## src/rtl/ixc_assign_sched_if.sv

```systemverilog
// Request/consumer bundle for ixc_assign_sched.
// The slave modport is the scheduler side. The master modport is the requester/consumer side.
interface ixc_assign_sched_if #(
  parameter int WIDTH = 29,
  parameter int NREQ  = 4
);
  localparam int IW = $clog2(NREQ);

  logic [NREQ-1:0]       req_valid;
  logic [NREQ*WIDTH-1:0] req_data;
  logic [NREQ-1:0]       req_ready;
  logic [WIDTH-1:0]      out_data;
  logic                  out_valid;
  logic                  out_ready;
  logic [IW-1:0]         grant_id;
  logic                  busy;

  modport master (
    output req_valid, req_data, out_ready,
    input  req_ready, out_data, out_valid, grant_id, busy
  );

  modport slave (
    input  req_valid, req_data, out_ready,
    output req_ready, out_data, out_valid, grant_id, busy
  );
endinterface

```

## src/rtl/ixc_assign_sched.sv

```systemverilog
// Round-robin scheduler for a shared static assign path. out_data is the hold register
// that feeds the R input of the shared assign cell, and it keeps its word until the next acceptance.
module ixc_assign_sched #(
  parameter int WIDTH = 29,
  parameter int NREQ  = 4,
  parameter int HOLD  = 2
) (
  input logic clk,
  input logic rst,
  ixc_assign_sched_if.slave bus
);
  localparam int IW = $clog2(NREQ);

  typedef enum logic [1:0] {
    IDLE   = 2'd0,
    DRIVE  = 2'd1,
    SETTLE = 2'd2
  } state_t;

  state_t           state_reg, state_next;
  logic [IW-1:0]    rr_ptr_reg, rr_ptr_next;
  logic [IW-1:0]    grant_reg, grant_next;
  logic [3:0]       cnt_reg, cnt_next;
  logic [WIDTH-1:0] data_reg, data_next;

  logic [NREQ-1:0]  hi_mask;
  logic [NREQ-1:0]  hi_req;
  logic [NREQ-1:0]  ready_vec;
  logic [IW-1:0]    winner;
  logic             any_req;

  // hi_mask selects requesters at or above rr_ptr. Those win before the search wraps to index 0.
  for (genvar gi = 0; gi < NREQ; gi++) begin : g_mask
    assign hi_mask[gi]   = (IW'(gi) >= rr_ptr_reg);
    assign ready_vec[gi] = (state_reg == IDLE) && any_req && (winner == IW'(gi));
  end

  assign hi_req  = bus.req_valid & hi_mask;
  assign any_req = |bus.req_valid;

  always_comb begin
    winner = '0;
    for (int k = NREQ - 1; k >= 0; k--) begin
      if (bus.req_valid[k]) winner = IW'(k);
    end
    if (|hi_req) begin
      for (int k = NREQ - 1; k >= 0; k--) begin
        if (hi_req[k]) winner = IW'(k);
      end
    end
  end

  always_comb begin
    state_next  = state_reg;
    rr_ptr_next = rr_ptr_reg;
    grant_next  = grant_reg;
    cnt_next    = cnt_reg;
    data_next   = data_reg;
    case (state_reg)
      IDLE: begin
        if (any_req) begin
          data_next   = bus.req_data[winner*WIDTH +: WIDTH];
          grant_next  = winner;
          rr_ptr_next = (winner == IW'(NREQ - 1)) ? '0 : winner + 1'b1;
          state_next  = DRIVE;
        end
      end
      DRIVE: begin
        if (bus.out_ready) begin
          if (HOLD == 0) begin
            state_next = IDLE;
          end else begin
            cnt_next   = 4'(HOLD - 1);
            state_next = SETTLE;
          end
        end
      end
      SETTLE: begin
        if (cnt_reg == 4'd0) state_next = IDLE;
        else                 cnt_next   = cnt_reg - 4'd1;
      end
      default: state_next = IDLE;
    endcase
  end

  always_ff @(posedge clk) begin
    if (rst) begin
      state_reg  <= IDLE;
      rr_ptr_reg <= '0;
      grant_reg  <= '0;
      cnt_reg    <= 4'd0;
      data_reg   <= '0;
    end else begin
      state_reg  <= state_next;
      rr_ptr_reg <= rr_ptr_next;
      grant_reg  <= grant_next;
      cnt_reg    <= cnt_next;
      data_reg   <= data_next;
    end
  end

  assign bus.req_ready = ready_vec;
  assign bus.out_data  = data_reg;
  assign bus.out_valid = (state_reg == DRIVE);
  assign bus.grant_id  = grant_reg;
  assign bus.busy      = (state_reg != IDLE);
endmodule

```

## src/flat_wrapper.sv

```systemverilog
// flat-port wrapper written by rule: the top's interface ports become plain ports
module ixc_assign_sched_flat 
#(
  parameter int WIDTH = 29,
  parameter int NREQ  = 4,
  parameter int HOLD  = 2
)
  (clk, rst, bus_req_valid, bus_req_data, bus_out_ready, bus_req_ready, bus_out_data, bus_out_valid, bus_grant_id, bus_busy);
  ixc_assign_sched_if #(.WIDTH(WIDTH), .NREQ(NREQ)) bus_i ();
  input logic clk;
  input logic rst;
  input wire logic [$bits(bus_i.req_valid)-1:0] bus_req_valid;
  input wire logic [$bits(bus_i.req_data)-1:0] bus_req_data;
  input wire logic [$bits(bus_i.out_ready)-1:0] bus_out_ready;
  output wire logic [$bits(bus_i.req_ready)-1:0] bus_req_ready;
  output wire logic [$bits(bus_i.out_data)-1:0] bus_out_data;
  output wire logic [$bits(bus_i.out_valid)-1:0] bus_out_valid;
  output wire logic [$bits(bus_i.grant_id)-1:0] bus_grant_id;
  output wire logic [$bits(bus_i.busy)-1:0] bus_busy;
  assign bus_i.req_valid = bus_req_valid;
  assign bus_i.req_data = bus_req_data;
  assign bus_i.out_ready = bus_out_ready;
  assign bus_req_ready = bus_i.req_ready;
  assign bus_out_data = bus_i.out_data;
  assign bus_out_valid = bus_i.out_valid;
  assign bus_grant_id = bus_i.grant_id;
  assign bus_busy = bus_i.busy;
  ixc_assign_sched #(.WIDTH(WIDTH), .NREQ(NREQ), .HOLD(HOLD)) u_core (.clk(clk), .rst(rst), .bus(bus_i));
endmodule
```

## config.mk

```make
export PLATFORM = sky130hd
export DESIGN_NAME = ixc_assign_sched_flat
export DESIGN_NICKNAME = d
export VERILOG_FILES = /design/src/rtl/ixc_assign_sched_if.sv /design/src/rtl/ixc_assign_sched.sv /design/src/flat_wrapper.sv
export SDC_FILE = /design/constraint.sdc
export NUM_CORES = 1
export LEC_CHECK = 0
export ABC_AREA = 1
export BUFFER_PORTS_ARGS = -buffer_cell sky130_fd_sc_hd__buf_2
export CAP_MARGIN = 20
export CELL_PAD_IN_SITES_DETAIL_PLACEMENT = 0
export CELL_PAD_IN_SITES_GLOBAL_PLACEMENT = 1
export CORE_MARGIN = 2
export CORE_UTILIZATION = 29
export CTS_BUF_LIST = sky130_fd_sc_hd__clkbuf_2
export DETAILED_ROUTE_END_ITERATION = 16
export MAX_ROUTING_LAYER = met4
export PLACE_DENSITY_LB_ADDON = 0.08
export SLEW_MARGIN = 20
export SYNTH_ARGS = -nofsm -noshare
export SYNTH_HDL_FRONTEND = slang
export SYNTH_SLANG_ARGS = --single-unit
```

## constraint.sdc

```tcl
create_clock -name clk -period 2 [get_ports clk]
set_clock_uncertainty 0.05 [all_clocks]
set_input_delay 0.1 -clock clk [delete_from_list [all_inputs] [get_ports clk]]
set_output_delay 0.1 -clock clk [all_outputs]
set_load 0.01 [all_outputs]
```

==> flow_summary.json <==
{
  "crit_fanout": 5,
  "drive_above_1_share_pct": 27.9,
  "cts_sinks": 39,
  "max_slew_margin_pct": 71.4,
  "placementRows": 36,
  "overflow": 0,
  "hpwl_um": 7270,
  "clk_pin_slew_ps": 260,
  "worstSetupPathType": "reg2out",
  "coreArea_sq_um": 9770,
  "grt.total_usage_pct": 21.3,
  "rsz0062_at_grt": "yes",
  "die_w_um": 104,
  "clkLatencyLatePin_ps": 410,
  "finalCritPeriodShare_pct": 96.9,
  "die_h_um": 104,
  "setup_violations": 0,
  "p_int_mw": 1.68,
  "cp-end-kind": "output port",
  "largest_reg_flops": 29,
  "grt_pass1_wl_um": 18600,
  "p_leak_nw": 2.77,
  "cts_tree": "built",
  "numCtsBuffers": 5,
  "grt_max_degree": 36,
  "via_per_inst": 4.46,
  "fill_cells": 1053,
  "power.share.clock_pct": 13.6,
  "diodes": 0,
  "worst_ir_drop_vdd_v": 0.000319,
  "area_growth_pct": 64.5,
  "start_kind": "flop",
  "drt-initial-drc-count": 118,
  "crit_arrival_ps": 1790,
  "sw_frac_of_total_pct": 43.3,
  "avgSynthCellArea_sq_um": 5.60,
  "dp_worst_setup_slack_ps": 153,
  "pwr_density_cell_nw_per_um2": 619,
  "vias": 3965,
  "initial_core_util_pct": 29.7,
  "seq_area_frac_synth_pct": 26.9,
  "totalPowerFinal_mw": 2.96,
  "cts-root-buf": "clkbuf_2",
  "synthCells": 519,
  "pwr-share-comb_pct": 53.2,
  "power_switching_mw": 1.28,
  "min_path_type": "in2reg",
  "wirelength_um": 11200,
  "status": "finished, final reports clean",
  "io_buffers": 159,
  "p_seq_share_pct": 33.2,
  "ys_warn_count": 0,
  "finalWorstSetupSlack_ps": 62.0,
  "final_util_pct": 48.9,
  "grt_pass1_vias": 3938,
  "drt_pass1_iterations": 4,
  "fp.dieArea_sq_um": 10800,
  "clockBufferDepth": 2,
  "synth.distinct_cells": 21,
  "synth_area_sq_um": 2910,
  "finalSetupTns_ps": 0,
  "layout.nets": 883,
  "ios": 160,
  "slew_viol_final": 0,
  "antenna_found_initial": 0,
  "cts_max_level": 2,
  "worst_pin_slew_ps": 428,
  "hold_violations": 0,
  "post-route-min-period_ps": 1940,
  "postLayoutCellArea_sq_um": 4780,
  "maxCapViolations": 0,
  "place_area_sq_um": 3800,
  "worstPathRequired_ps": 1850,
  "fmax_mhz": 516,
  "postRouteAntennaNets": 0,
  "drc_errors": 0,
  "globalplace.congestion": 0.814,
  "drt-wirelength-per-cell_um": 12.6,
  "syn_nets": 647,
  "yosys_register_bits": 39
}
## power by group through the flow
stage	registers [mW]	logic [mW]	clock network, mW
after floorplan	1.05	0.848	0
after global routing	1.00	1.78	0.453
after CTS	0.983	1.53	0.438
after detailed placement	0.996	1.36	0
final	0.983	1.58	0.404
after global placement	0.998	1.35	0
## logic make-up after synthesis
family                     Yosys count  share of synthesized area (%)
and+or+nand+nor                    318                           47.0
buffers and inverters              130                           18.8
DFF                                 39                           26.9
AOI/OAI and AO/OA                   27                           5.12
adders and majority gates            5                           2.15
## worst max-delay path, cell delays in order, from the launching register on
cell	delay, ps
dfxtp_4	430
nor3_4	210
buf_6	150
nor2_4	40
nand2_4	120
ha_1	160
inv_1	30
nor2_1	100
buf_2	140
## what timing repair did
action                                  CTS  global route
buffers inserted                          6             3
hold endpoints to repair                 34             0
endpoints found under the setup margin    4            19
hold buffers                             78             0
pin swaps                                 3             9
gates resized for setup                   7            17
## per-layer routing
layer,vias up,GRT usage [%],wire length [um]
met1,1788,26.4,5210
li1,2049,-,-
met2,120,37.1,5400
met4,0,4.15,95
met3,8,2.82,493
met5,-,-,0
## path summary, 6_finish.rpt
kind,to,startpoint,slack [ps],depth (start not counted)
setup reg to reg,u_core.bus.out_data[26],u_core.rr_ptr_reg[1],210,9
hold reg to reg,u_core.rr_ptr_reg[0],u_core.rr_ptr_reg[0],470,2
setup / recovery,bus_req_ready[0],u_core.rr_ptr_reg[1],60,8
hold / removal,u_core.bus.out_data[9],bus_req_data[9],40,7
## area by class of cell
cell class	instances	area, sq um	area share [%]
Clock buffer	5	25.0	0.523
Clock inverter	3	23.8	0.497
Inverter	101	387	8.08
Multi-Input combinational cell	350	1650	34.4
Sequential cell	39	786	16.4
Tap cell	133	166	3.48
Timing Repair Buffer	258	1750	36.6
## cells in the final DEF (no fill, tap or decap), drive strengths merged
master / count
o21ai: 6
clkinvlp: 2
nor2: 83
and3: 2
nand3: 108
nand2: 121
dfxtp: 39
o31ai: 1
clkbuf: 5
nor3: 4
dlygate4sd3: 78
inv: 102
buf: 180
a21oi: 20
ha: 5
## cell usage after synthesis, drive strengths merged
library cell | instances | share of area [%]
ha | 5 | 2.2
nor2 | 83 | 11
o21ai | 6 | 1.0
nand3 | 108 | 19
inv | 101 | 13
clkbuf | 10 | 1.3
dfxtp | 39 | 27
nand2 | 121 | 16
and3 | 2 | 0.43
o31ai | 1 | 0.26
nor3 | 4 | 1.1
buf | 19 | 4.5
a21oi | 20 | 3.8
## stage by stage
stage	hold slack, ps	std cells
floorplan	187	519
global placement	278	794
detailed placement	286	794
CTS	1.92	886
global route	35.7	889
finish	38.4	889
(Power assumes the default switching activity.)
